--- src/rtl/fbcpu_cycle_counter.sv ---
// Up-counter with synchronous clear (priority over enable) and a flag that is
// high while the count equals TERMINAL.
module fbcpu_cycle_counter #(
    parameter int unsigned WIDTH    = 8,
    parameter int unsigned TERMINAL = 0
) (
    input  logic             clk,
    input  logic             rst_n,
    input  logic             clr_i,
    input  logic             en_i,
    output logic [WIDTH-1:0] cnt_o,
    output logic             tc_o
);

    logic [WIDTH-1:0] cnt_q, cnt_d;

    always_comb begin
        cnt_d = cnt_q;
        if (clr_i) begin
            cnt_d = '0;
        end else if (en_i) begin
            cnt_d = cnt_q + 1'b1;
        end
    end

    always_ff @(posedge clk or negedge rst_n) begin
        if (!rst_n) begin
            cnt_q <= '0;
        end else begin
            cnt_q <= cnt_d;
        end
    end

    assign cnt_o = cnt_q;
    assign tc_o  = (cnt_q == WIDTH'(TERMINAL));

endmodule

--- config.mk ---
export PLATFORM = sky130hd
export DESIGN_NAME = fbcpu_cycle_counter
export DESIGN_NICKNAME = d
export VERILOG_FILES = /design/src/rtl/fbcpu_cycle_counter.sv
export SDC_FILE = /design/constraint.sdc
export NUM_CORES = 1
export LEC_CHECK = 0
export CORE_AREA = 2 2 39 41
export DETAILED_ROUTE_END_ITERATION = 12
export DIE_AREA = 0 0 41 43
export SETUP_SLACK_MARGIN = 0.15
export SYNTH_ARGS = -nofsm -noshare
export SYNTH_HDL_FRONTEND = slang
export SYNTH_SLANG_ARGS = --single-unit
--- constraint.sdc ---
create_clock -name clk -period 1.6 [get_ports clk]
set_input_delay 0.24 -clock clk [delete_from_list [all_inputs] [get_ports clk]]
set_output_delay 0.24 -clock clk [all_outputs]
set_load 0.03 [all_outputs]
==> results.txt, run 1 <==
----------------------------------------------------
[Run status]
  Result of the run ... finished with violations
  Violations in the final reports ... setup timing

[Global route]
  Via count of the first global-routing pass ... 358
  Aggregate global routing overflow ... 0
  Initial antenna violation count ... 0
  Global-route wire length before repair ... 1520 µm
  Pin count of the biggest net entering global routing ... 9
  Combined global-route utilization of all metal layers ... 13.3%

[Worst setup path]
  Largest fanout on the critical path ... 2
  Reg-to-Reg Start ... cnt_o[0]$_DFFE_PN0P_
  Arrival time worst endpoint ... 1.69 ns
  Crit end category ... output pin
  Worst Setup Start Kind ... flip-flop
  Critical Path Max Stage Delay ... 0.46 ns
  CP top delay family ... simple AND/OR/NAND/NOR gates
  Length in cells of the worst reg-to-reg path ... 5
  Cell with the largest stage delay on the worst path ... or4b_4
  Type of the setup path with the least slack ... flip-flop to output pin
  List of cells traversed by the critical path ... inv_2 -> ha_1 -> or4b_4 -> nor4_4 -> buf_6
  Buffers plus inverters on the worst setup path ... 2
  Worst reg2reg path endpoint ... cnt_o[6]$_DFFE_PN0P_
  Setup slack on the worst flop-to-flop path ... ~0.30 ns
  Worst Path Required ... 1.36 ns

[Clocking]
  Total clock buffers created by CTS ... 3
  Worst skew pair latency ... ~0.25 ns
  CTS tree ... built
  Clock sink count ... 8
  Clock tree buffer depth ... 2
  Root cell of the clock tree ... clkbuf_4
  Count of H-tree levels built during CTS ... 1
  Number of buffers inserted by hold repair at cts ... 0
  Clock-pin slew on the worst setup and hold paths ... 0.06 ns

[Floorplanning]
  X dimension of the die ... 41 µm
  Effective utilization at floorplan ... 29.7%
  Top-level I/O count ... 13
  Die Footprint ... 1760 µm²
  Floorplan Core Area ... 1380 µm²
  Die Height ... 43 µm
  Num rows ... 14

[Power]
  Static leakage ... 0.000325 µW
  Total power per unit cell area ... about 750 nW/µm²
  Maximum vdd drop ... 0.405 mV

[Timing]
  Slew headroom ... 74.2%
  Worst clock skew ... 0.00168 ns
  Final period utilization ... 120%
  Final worst setup slack ... -0.328 ns
  Slew at the pin closest to its max-slew limit ... 0.385 ns
  Fmax ... 0.519 GHz
  Total Negative Setup Slacks ... -0.328 ns
  Max-slew violation count ... 0
  Unrepaired setup endpoints after global routing ... true
  Final setup viols ... 1
  Min cycle time layout ... around 1.9 ns
  Endpoints failing hold ... 0

[Hold path]
  Hold WC Path Type ... primary input to async pin

[Final layout]
  Final design utilization ... 46.7%
  Fraction of final layout cells sized beyond drive strength 1 ... 29.7%
  Number of nets in the finished design ... 71
  Most frequent cells in the layout ... buf_4 (9), dlygate4sd2_1 (8), dfrtp_1 (6), nor2_1 (5)
  Total inserted antenna cells ... 0
  Flip-flop count of the largest register after layout ... 8
  Area added between synthesis and finish ... 57.1%
  Most common library cell in the layout ignoring fill and taps ... buf_4

[Synth]
  Unique masters post-synth ... 17
  Flip-flop and latch count after synthesis ... 8
  Top post-synthesis cells by area ... dfrtp_1 (49%), xor2_1 (6.4%), ha_1 (6.1%)
  Sequential-to-total area share from yosys stat ... 48.6%
  Mean instance size in the synthesized netlist ... 10.0 µm²
  Cells after synthesis ... 41
  Net count after synthesis ... 47
  Area of the mapped netlist ... 412 µm²
  Library cell occupying the most area in the post-synthesis netlist ... dfrtp_1
  Area share of the largest cell type after synthesis ... 48.6%
  Yosys warnings ... 0

[Route]
  Starting DRT DRC Count ... 12
  Number of nets with antenna violations after routing ... 0
  Detailed Routing Iterations Pass 1 ... 3
  Vias ... 392
  Total wire length ... approximately 960 µm
  Vias/cell ... 4.90
  Wire length per cell ... 12.0 µm
  Drc violations ... 0

[Flow run]
  Max-capacitance violation count ... 0

[Placed design]
  Number of port buffers ... 12
  Final estimated routing congestion in global placement ... 0.730
  Dpl ws ... -0.0778 ns
  Hpwl dp ... approximately 750 µm

----------------------------------------------------
==> final cells by class <==
cell class,count,area (µm²)
clock buffer,4,26.3
fill,132,737
inverter,2,7.51
multi-input combinational,29,211
sequential,8,203
tap,16,20.0
timing repair buffer,21,179
==> cells in the mapped netlist <==
library cell / number
dfrtp_1: 8
nor2_1: 5
a21oi_1: 3
nand4_1: 3
o21ai_0: 3
or3_1: 3
xor2_1: 3
ha_1: 2
inv_1: 2
nand2_1: 2
buf_1: 1
buf_4: 1
mux2i_1: 1
nand4_2: 1
nor4_1: 1
or4b_1: 1
xnor2_1: 1
==> what timing repair did <==
item / CTS / global route
setup buffers: 0 / 0
resized for setup: 8 / 1
setup endpoints to repair: 9 / 1
gates cloned: 0 / 0
==> stage by stage <==
stage	area (µm²)	hold WS, ns	total power, µW	instances
after floorplan	433	-0.0556	276	41
after global placement	627	0.548	318	76
after detailed placement	627	0.551	319	76
after CTS	643	0.272	487	80
after global routing	647	0.279	506	80
final	647	0.271	483	80
==> power breakdown <==
part | switching [µW] | internal [µW]
sequential | 3.15 | 208
combinational | 53.6 | 48.1
clock | 73.9 | 95.8
==> how the worst max path moves through the flow <==
stage	depth (start not counted)	slack [ns]	endpoint	start
floorplan	4	-0.22	tc_o	cnt_o[0]$_DFFE_PN0P_
global placement	5	-0.06	tc_o	cnt_o[0]$_DFFE_PN0P_
detailed placement	5	-0.08	tc_o	cnt_o[0]$_DFFE_PN0P_
CTS	5	-0.36	tc_o	cnt_o[0]$_DFFE_PN0P_
global route	5	-0.40	tc_o	cnt_o[0]$_DFFE_PN0P_
finish	5	-0.33	tc_o	cnt_o[0]$_DFFE_PN0P_
==> layer usage <==
layer	vias to the layer above	GRT usage (%)	wire, µm
met1	188	16.0	429
met3	2	4.71	39
li1	191	-	-
met2	11	18.4	479
met4	0	10.0	14
met5	-	0	0
==> cells by family after synthesis <==
family / count (synthesis) / synth area share (%)
simple gates: 16 / 22.5
flops: 8 / 48.6
compound gates: 6 / 7.29
xor+xnor: 4 / 8.51
buf+inv: 4 / 4.56
fa+ha+maj: 2 / 6.08
mux: 1 / 2.43
Note: power is estimated with default switching activity, not from simulation.
==> run 2, diff against run 1 <==
HOLD_SLACK_MARGIN = 0.08   (was not set)
==> results of run 2 <==
Same layout as run 1: the final DEF is identical, and so are final timing and power.
==> run 3, diff against run 2 <==
clock period = 1.99 ns   (was 1.6 ns; I/O delays follow)
==> results.txt, run 3 (synthesis gave the netlist of run 1 again) <==
----------------------------------------------------
[Power]
  Sw Pwr ... 102 µW (-22%)
  Total power per unit cell area ... 637 nW/µm² (-15%)
  Portion of total power attributed to combinational logic ... 21.0% (about the same)
  Maximum vdd drop ... 0.284 mV (-30%)
  Switching power as a share of total power ... 26.5% (-0.52 points)
  Power share of the clock group ... 34.6% (-0.5 points)
  Int Power ... 283 µW (-20%)
  Static leakage ... 0.000254 µW (-22%)
  Part of the total power dissipated in sequential elements ... 44.4% (+0.6 points)

[Route]
  Starting DRT DRC Count ... 7 (-5)
  Drc violations ... 0 (unchanged)
  Wire length per cell ... 12.1 µm (+0.71%)
  Number of nets with antenna violations after routing ... 0 (unchanged)
  Vias/cell ... 4.93 (+0.64%)
  Vias ... 360 (-8.2%)
  Detailed Routing Iterations Pass 1 ... 3 (unchanged)
  Total wire length ... 885 µm (-8.1%)

[Timing]
  Min cycle time layout ... 1.91 ns
  Final period utilization ... 96.1%
  Final setup viols ... 0 (-1)
  Fmax ... ~0.52 GHz
  Max-slew violation count ... 0 (unchanged)
  Slew headroom ... 74.5% (+0.25 points)
  Endpoints failing hold ... 0 (unchanged)
  Total Negative Setup Slacks ... 0 ns (+0.328 ns)
  Final worst setup slack ... 0.0782 ns (+0.406 ns)
  Worst clock skew ... 0.00719 ns (+0.00552 ns)
  Slew at the pin closest to its max-slew limit ... 0.381 ns (-0.00377 ns)
  Unrepaired setup endpoints after global routing ... true

[Final layout]
  Fraction of final layout cells sized beyond drive strength 1 ... 21.1% (-8.6 points)
  Final instance area ... 604 µm² (-6.6%)
  Final design utilization ... 43.7% (-3.1 points)
  Total inserted antenna cells ... 0 (unchanged)
  Final cell count without fillers ... 73 (-8.8%)
  Number of nets in the finished design ... 64 (-9.9%)
  Number of fill cells in the layout ... 141 (+6.8%)
  Area added between synthesis and finish ... 46.8%
  Most common library cell in the layout ignoring fill and taps ... clkdlybuf4s50_1
  Flip-flop count of the largest register after layout ... 8 (unchanged)
  Most frequent cells in the layout ... clkdlybuf4s50_1 (11), dfrtp_1 (6), nor2_1 (5)

[Worst setup path]
  Type of the setup path with the least slack ... flip-flop to output pin
  CP Depth ... 5 (unchanged)
  Length in cells of the worst reg-to-reg path ... 5 (unchanged)
  CP top delay family ... simple AND/OR/NAND/NOR gates
  Crit end category ... output pin
  List of cells traversed by the critical path ... inv_2 -> ha_1 -> or4b_4 -> nor4_4 -> buf_6
  Arrival time worst endpoint ... 1.61 ns (-0.08 ns)
  Worst reg2reg path endpoint ... cnt_o[6]$_DFFE_PN0P_
  Setup slack on the worst flop-to-flop path ... 0.62 ns (+0.32 ns)
  Cell with the largest stage delay on the worst path ... or4b_4
  Beginning of the critical path ... cnt_o[0]$_DFFE_PN0P_
  Worst Setup Start Kind ... flip-flop
  Largest fanout on the critical path ... 2 (unchanged)
  Reg-to-Reg Start ... cnt_o[0]$_DFFE_PN0P_
  Critical Path Max Stage Delay ... 0.46 ns (about the same)
  Destination of the critical timing path ... tc_o
  Worst Path Required ... 1.69 ns (+0.33 ns)
  Buffers plus inverters on the worst setup path ... 2 (unchanged)

[Placed design]
  Instance count after placement with tap cells included ... 67 (-12%)
  Hpwl dp ... 657 µm (-12%)
  Number of port buffers ... 12 (unchanged)
  Final estimated routing congestion in global placement ... 0.695 (-4.8%)
  Instance area after placement ... 559 µm² (-11%)
  Dpl ws ... 0.196 ns (+0.273 ns)

[Hold path]
  Hold WC Path Type ... primary input to async pin

[Clocking]
  Clock sink count ... 8 (unchanged)
  Clock tree buffer depth ... 2 (unchanged)
  Worst skew pair latency ... 0.25 ns (about the same)
  Count of H-tree levels built during CTS ... 1 (unchanged)
  Total clock buffers created by CTS ... 3 (unchanged)
  CTS tree ... built
  Root cell of the clock tree ... clkbuf_4
  Clock-pin slew on the worst setup and hold paths ... 0.06 ns (about the same)
  Number of buffers inserted by hold repair at cts ... 0 (unchanged)

[Global route]
  Grt met1 use ... 15.8% (-0.22 points)
  Met2 track demand over resource in global routing ... 18.1% (-0.31 points)
  Pin count of the biggest net entering global routing ... 9 (unchanged)
  Aggregate global routing overflow ... 0 (unchanged)
  Initial antenna violation count ... 0 (unchanged)
  Global-route wire length before repair ... 1480 µm (-2.3%)
  Combined global-route utilization of all metal layers ... 12.5% (-0.78 points)
  Global-route layer with the greatest usage ... met2
  Via count of the first global-routing pass ... 358 (unchanged)
  Met3 Resource Use GR ... 3.14% (-1.6 points)

[Floorplanning]
  Num rows ... 14 (unchanged)
  Effective utilization at floorplan ... 29.7% (unchanged)
  Top-level I/O count ... 13 (unchanged)
  Die Height ... 43 µm (unchanged)
  Die Footprint ... 1760 µm² (unchanged)
  X dimension of the die ... 41 µm (unchanged)
  Floorplan Core Area ... 1380 µm² (unchanged)

[Flow run]
  Max-capacitance violation count ... 0 (unchanged)

[Run status]
  Result of the run ... complete, no violations

----------------------------------------------------
[run 3: worst register-to-register path, cell delays in order (launching register included)]
cell	delay [ns]
dfrtp_2	0.37
buf_4	0.14
ha_1	0.17
nand2_1	0.10
or3_1	0.37
a21oi_1	0.15
[run 3: timing repair]
item                       in CTS  in global routing
setup buffers                   2                  0
resized for setup               0                  1
pin swaps                       1                  0
setup endpoints to repair       1                  1
[run 3: final cells by class]
| class | count | area (µm²) | area share [%] |
|---|---|---|---|
| flip-flops and latches | 8 | 203 | 33.5 |
| well taps | 16 | 20.0 | 3.31 |
| clock buffers | 4 | 26.3 | 4.35 |
| repair buffers | 14 | 136 | 22.6 |
| multi-input cells | 29 | 211 | 35.0 |
| inverters | 2 | 7.51 | 1.24 |
[run 3: worst min-delay path by stage]
stage          slack [ns]                  from              endpoint
2_1_floorplan       0.003                 rst_n  cnt_o[0]$_DFFE_PN0P_
3_3_place_gp         0.57  cnt_o[7]$_DFFE_PN0P_  cnt_o[7]$_DFFE_PN0P_
4_1_cts              0.34                 rst_n  cnt_o[6]$_DFFE_PN0P_
6_report             0.33                 rst_n  cnt_o[6]$_DFFE_PN0P_
5_1_grt              0.35                 rst_n  cnt_o[6]$_DFFE_PN0P_
3_5_place_dp         0.59  cnt_o[7]$_DFFE_PN0P_  cnt_o[7]$_DFFE_PN0P_
[run 3: metal layers]
metal | share of wire, % | routed length [µm]
met5 | 0 | 0
met4 | 0 | 0
met1 | 45 | 397
met2 | 50 | 445
met3 | 4.7 | 42
[run 3: metrics by stage]
stage / hold slack [ns] / power, µW
2_1_floorplan: 0.00291 / 222
3_3_place_gp: 0.574 / 247
3_5_place_dp: 0.585 / 249
4_1_cts: 0.339 / 392
5_1_grt: 0.353 / 407
6_report: 0.327 / 385
[run 3: power by group through the flow]
stage | registers, µW | clock network [µW] | logic, µW
final | 171 | 133 | 80.7
after global routing | 172 | 148 | 87.9
after CTS | 171 | 141 | 79.6
after detailed placement | 179 | 0 | 69.2
after global placement | 180 | 0 | 67.9
after floorplan | 186 | 0 | 35.7
